<file path="config.mk">
export PLATFORM = sky130hd
export DESIGN_NAME = conv1_window_gen
export DESIGN_NICKNAME = d
export VERILOG_FILES = /design/src/rtl/conv_pkg.sv /design/src/rtl/line_buffer.sv /design/src/rtl/conv1_window_gen.sv
export SDC_FILE = /design/constraint.sdc
export NUM_CORES = 2
export LEC_CHECK = 0
export BUFFER_PORTS_ARGS = -buffer_cell sky130_fd_sc_hd__buf_2
export CAP_MARGIN = 5
export CORE_MARGIN = 5
export CORE_UTILIZATION = 45
export DETAILED_ROUTE_END_ITERATION = 10
export HOLD_SLACK_MARGIN = 0.15
export PLACE_DENSITY = 0.67
export SLEW_MARGIN = 20
export SYNTH_ARGS = -nofsm -noshare
export SYNTH_HDL_FRONTEND = slang
export SYNTH_HIERARCHICAL = 1
export SYNTH_SLANG_ARGS = --single-unit
</file>
<file path="constraint.sdc">
create_clock -name clk -period 13.1 [get_ports clk]
set_input_delay 1.31 -clock clk [delete_from_list [all_inputs] [get_ports clk]]
set_output_delay 1.31 -clock clk [all_outputs]
set_load 0.05 [all_outputs]
</file>
<file path="src/rtl/conv_pkg.sv">
// Shared conv1 constants: word width, default feature-map geometry and kernel size.
package conv_pkg;

    localparam int unsigned DATA_W           = 32;
    localparam int unsigned CONV1_IMG_WIDTH  = 28;
    localparam int unsigned CONV1_IMG_HEIGHT = 28;
    localparam int unsigned KERNEL_SIZE      = 3;
    localparam int unsigned WIN_SIZE         = KERNEL_SIZE * KERNEL_SIZE;

    typedef logic [DATA_W-1:0] fp32_t;

endpackage

</file>
<file path="src/rtl/line_buffer.sv">
// One image row of storage addressed by column; combinational read, synchronous write
// so a read and write at the same address return the previous row's word.
module line_buffer #(
    parameter int unsigned DEPTH  = 28,
    parameter int unsigned DATA_W = 32,
    parameter int unsigned AW     = $clog2(DEPTH)
) (
    input  logic              clk,
    input  logic              wr_en,
    input  logic [AW-1:0]     addr,
    input  logic [DATA_W-1:0] wdata,
    output logic [DATA_W-1:0] rdata_c
);

    logic [DATA_W-1:0] mem [DEPTH];

    assign rdata_c = mem[addr];

    // RAM contents are intentionally not reset.
    always_ff @(posedge clk) begin
        if (wr_en) begin
            mem[addr] <= wdata;
        end
    end

endmodule

</file>
<file path="src/rtl/conv1_window_gen.sv">
// Raster-order pixel stream to 3x3 sliding windows for the conv1 filter bank.
// Two chained line buffers hold rows r-1 and r-2; a 3x3 shift register forms the window.
module conv1_window_gen #(
    parameter int unsigned IMG_WIDTH  = conv_pkg::CONV1_IMG_WIDTH,
    parameter int unsigned IMG_HEIGHT = conv_pkg::CONV1_IMG_HEIGHT,
    parameter int unsigned DATA_W     = conv_pkg::DATA_W
) (
    input  logic                          clk,
    input  logic                          rst_n,
    input  logic                          pix_valid,
    input  logic                          pix_sof,
    input  logic [DATA_W-1:0]             pix_data,
    output logic                          win_valid,
    output logic [DATA_W-1:0]             win_out [0:8],
    output logic                          frame_done,
    output logic [$clog2(IMG_HEIGHT)-1:0] row_idx,
    output logic [$clog2(IMG_WIDTH)-1:0]  col_idx
);

    import conv_pkg::*;

    localparam int unsigned CW = $clog2(IMG_WIDTH);
    localparam int unsigned RW = $clog2(IMG_HEIGHT);

    logic [CW-1:0]     cur_col;
    logic [RW-1:0]     cur_row;
    logic [CW-1:0]     next_col;
    logic [RW-1:0]     next_row;
    logic              last_col;
    logic              last_row;
    logic              in_window;
    logic [DATA_W-1:0] lb0_rd;
    logic [DATA_W-1:0] lb1_rd;

    // Position of the incoming pixel; start-of-frame forces (0,0) and the buffer pointer to 0.
    always_comb begin
        cur_col = col_idx;
        cur_row = row_idx;
        if (pix_sof) begin
            cur_col = '0;
            cur_row = '0;
        end
        last_col  = (cur_col == CW'(IMG_WIDTH - 1));
        last_row  = (cur_row == RW'(IMG_HEIGHT - 1));
        next_col  = last_col ? '0 : cur_col + CW'(1);
        next_row  = cur_row;
        if (last_col) begin
            next_row = last_row ? '0 : cur_row + RW'(1);
        end
        in_window = (cur_row >= RW'(KERNEL_SIZE - 1)) && (cur_col >= CW'(KERNEL_SIZE - 1));
    end

    line_buffer #(.DEPTH(IMG_WIDTH), .DATA_W(DATA_W), .AW(CW)) u_lb0 (
        .clk     (clk),
        .wr_en   (pix_valid),
        .addr    (cur_col),
        .wdata   (pix_data),
        .rdata_c (lb0_rd)
    );

    line_buffer #(.DEPTH(IMG_WIDTH), .DATA_W(DATA_W), .AW(CW)) u_lb1 (
        .clk     (clk),
        .wr_en   (pix_valid),
        .addr    (cur_col),
        .wdata   (lb0_rd),
        .rdata_c (lb1_rd)
    );

    // Counters, window shift and strobes; the window shifts on every accept so that
    // windows straddling a row boundary exist but are never flagged.
    always_ff @(posedge clk or negedge rst_n) begin
        if (!rst_n) begin
            win_valid  <= 1'b0;
            frame_done <= 1'b0;
            row_idx    <= '0;
            col_idx    <= '0;
            for (int k = 0; k < WIN_SIZE; k++) begin
                win_out[k] <= '0;
            end
        end else begin
            win_valid  <= 1'b0;
            frame_done <= 1'b0;
            if (pix_valid) begin
                col_idx    <= next_col;
                row_idx    <= next_row;
                win_valid  <= in_window;
                frame_done <= in_window && last_row && last_col;
                for (int k = 0; k < KERNEL_SIZE; k++) begin
                    win_out[k*KERNEL_SIZE]     <= win_out[k*KERNEL_SIZE + 1];
                    win_out[k*KERNEL_SIZE + 1] <= win_out[k*KERNEL_SIZE + 2];
                end
                win_out[2] <= lb1_rd;
                win_out[5] <= lb0_rd;
                win_out[8] <= pix_data;
            end
        end
    end

endmodule

</file>
==> results.toml <==
[worst_setup_path]
worst-path-stages = 6
reg2reg_depth = 9
arrival_ns = 5.74
crit_path_frequent_cell = "buf_4"
r2r-start = "col_idx[0]$_DFFE_PN0P_"
critPathSlowestCell = "nor3_4"
worstReg2RegEnd = "win_out[107]$_DFFE_PN0P_"
start_kind = "primary input"
worstSetupPathType = "in -> reg"
critical-path-top-delay-family = "buffers and inverters"
critPathCaptureType = "register"
path_max_fanout = 125
critical-path-max-stage-delay_ns = 0.91
crit_chain = "buf_8, buf_12, buf_4, nand3b_1, nor3_4, buf_4"
cp.required_ns = 13.58
crit_buf_inv = 4
rrSetupSlack_ns = 8.19

[yosys]
synth_area_per_cell_sq_um = 19.8
ys_seq_area_frac = 0.765
synth_top_area_cell = "edfxtp_1"
ys_ff_latch = 2092
postSynthCellCount = 4053
ys_async_sr_fraction = 0.143
synth_edf_count = 1792
postSynthNetCount = 4089
netlist.area_leader.share = 0.671
synth_ff_type = "edfxtp_1"
synth_area_sq_um = 80200
synth_cell_types = 55
yosys_warnings = 6
synth_area_leaders = "edfxtp_1 (67%), dfrtp_1 (9.4%), mux2i_1 (6.8%), mux4_2 (5.8%), mux2_2 (4.1%)"

[timing]
hold-worst-slack_ns = 0.491
finalCritPeriodShare = 0.402
rsz0062_at_grt = "false"
fin_tns_setup_ns = 0
min_period_ns = 5.27
skew_ns = 0.0458
setup_viol = 0
tightest_slew_ns = 1.17
max_slew_margin = 0.218
timing.fmax_mhz = 190
layout_setup_ws_ns = 7.83
finalMaxSlewViolations = 0
hold_viol = 0

[floorplanning]
dieArea_sq_um = 187000
die_h_um = 432
die_width_um = 432
start_util = 0.451
num_io_pins = 336
rows = 155
core_sq_um = 178000

[cells_and_area]
areaGrowthSynthToFinish_pct = 14.7
finalNonFillerCells = 7058
fillers = 13936
fin_nets = 4554
drive_gt1_frac = 0.291

[clock_tree]
cts_sinks = 2092
cts-resized-gates = 0
cts_tree = "yes"
clock_path_buffers = 3
insertion_delay_ns = 0.83
h-tree-depth = 4
cts_setup_buffers = 0
cts-root-buf = "clkbuf_16"
cts_hold_buf = 0
numCtsBuffers = 207
path_clk_slew_ns = 0.06

[drt]
drtPass1Iterations = 5
drc = 0
drt-initial-drc-count = 3938
ant_nets = 0
viasPerCell = 5.82
vias = 41103
drt-total-wl_um = 201000
wl_per_cell_um = 28.5

[pwr]
ir_drop_uv = 191
power_mw = 17.3
power_leakage_nw = 30.5
p_per_area_nw_per_um2 = 188

[global_route]
grt_max_degree = 137
overflow = 0
first_global_vias = 41037
antenna_found_initial = 7
grt_pass1_wl_um = 289000
grt_usage = 0.212

[hold_path]
hp-class = "in -> async"

[place]
portBuffers = 335
place.gp.congestion = 0.767
dp_hpwl_um = 114000
place_ws_ns = 7.07
place_inst = 6663

[outcome]
outcome = "complete, no violations"

[job]
max_cap_violations = 0
## metal layers
metal | global-route usage | up-vias | routed length [um]
met5 | 0 | - | 27
met4 | 0.0779 | 4 | 7610
met3 | 0.0398 | 410 | 14100
met2 | 0.368 | 1623 | 104000
met1 | 0.268 | 21705 | 75500
li1 | - | 17361 | -
## cells in the final DEF, fill, tap and decap left out, types with 5 or more instances in the layout
master / Yosys / layout
o21ai_0: 6 / 6
clkinv_1: 2 / 30
buf_4: 33 / 142
or2_2: 5 / 5
o22ai_1: 124 / 124
mux4_2: 206 / 206
nand3b_1: 10 / 10
bufinv_16: 0 / 16
buf_12: 0 / 6
clkinv_16: 0 / 5
mux2_2: 290 / 290
buf_2: 149 / 333
mux2i_1: 543 / 543
nor3_2: 2 / 15
nor2b_1: 17 / 11
clkbuf_8: 0 / 9
a22oi_1: 65 / 65
clkinvlp_4: 0 / 8
nor3_1: 22 / 6
nor2_4: 0 / 43
nand2_1: 65 / 65
inv_1: 8 / 8
dfrtp_1: 300 / 300
clkbuf_1: 32 / 65
inv_6: 0 / 8
a211oi_1: 54 / 54
nor2_1: 48 / 5
nand3_1: 62 / 62
edfxtp_1: 1792 / 1792
clkbuf_16: 0 / 208
and3_1: 9 / 9
a21oi_1: 64 / 64
o211ai_1: 69 / 69
clkinv_2: 0 / 34
## flip-flops by register name, indices dropped and copies added, names as in the netlist
signal	flops
win_valid	1
u_lb1/mem	896
row_idx	5
col_idx	5
frame_done	1
u_lb0/mem	896
win_out	288
## synthesized netlist by cell type, types with 33 or more instances
cell type and number:
a211oi_1 54, o22ai_1 124, mux4_2 206, nor2_1 48
a21oi_1 64, dfrtp_1 300, mux2i_1 543, edfxtp_1 1792
mux2_2 290, a22oi_1 65, buf_2 149, o211ai_1 69
buf_4 33, nand2_1 65, nand3_1 62
## cells by family after synthesis
| group | share of synthesized area |
|---|---|
| compound gates | 0.0329 |
| simple gates | 0.0197 |
| flops | 0.765 |
| mux | 0.166 |
| buf+inv | 0.0160 |
## area by class of cell
type / count / area (sq um) / area share
inverters: 10 / 37.5 / 0.000408
diodes: 1 / 2.50 / 0.0000272
multi-input cells: 1724 / 18000 / 0.196
clock inverters: 111 / 1160 / 0.0127
flip-flops and latches: 2092 / 61300 / 0.667
repair buffers: 483 / 2880 / 0.0314
clock buffers: 282 / 5570 / 0.0606
well taps: 2355 / 2950 / 0.0320
## worst register-to-register path: stages, from the launching register on
cell,delay [ns]
dfrtp_1,0.55
nor2b_4,0.24
buf_12,0.53
buf_4,0.86
buf_4,0.85
mux4_2,0.63
a211oi_1,0.25
o211ai_1,0.27
buf_4,0.33
mux2_2,0.29
## where the power goes
| group | switching, mW | total (mW) | internal [mW] |
|---|---|---|---|
| registers | 0.321 | 8.26 | 7.94 |
| clock network | 2.51 | 5.83 | 3.32 |
| logic | 2.37 | 3.24 | 0.865 |
| total | 5.21 | 17.3 | 12.1 |
## per-stage QoR
| stage | utilization | instance area (sq um) |
|---|---|---|
| finish | 0.517 | 92000 |
| global route | 0.517 | 91900 |
| CTS | 0.517 | 91900 |
| detailed placement | 0.479 | 85200 |
| global placement | 0.479 | 85200 |
| floorplan | - | 80200 |
## how the worst max path moves through the flow
| stage | startpoint | endpoint | slack (ns) |
|---|---|---|---|
| floorplan | pix_sof | u_lb0/mem[0][0]$_DFFE_PP_ | 7.79 |
| global placement | pix_sof | win_out[107]$_DFFE_PN0P_ | 7.11 |
| detailed placement | pix_sof | win_out[107]$_DFFE_PN0P_ | 7.07 |
| CTS | pix_sof | win_out[107]$_DFFE_PN0P_ | 7.98 |
| global route | pix_sof | win_out[107]$_DFFE_PN0P_ | 7.72 |
| finish | pix_valid | u_lb1/mem[2][13]$_DFFE_PP_ | 7.83 |
(Power assumes the default switching activity.)
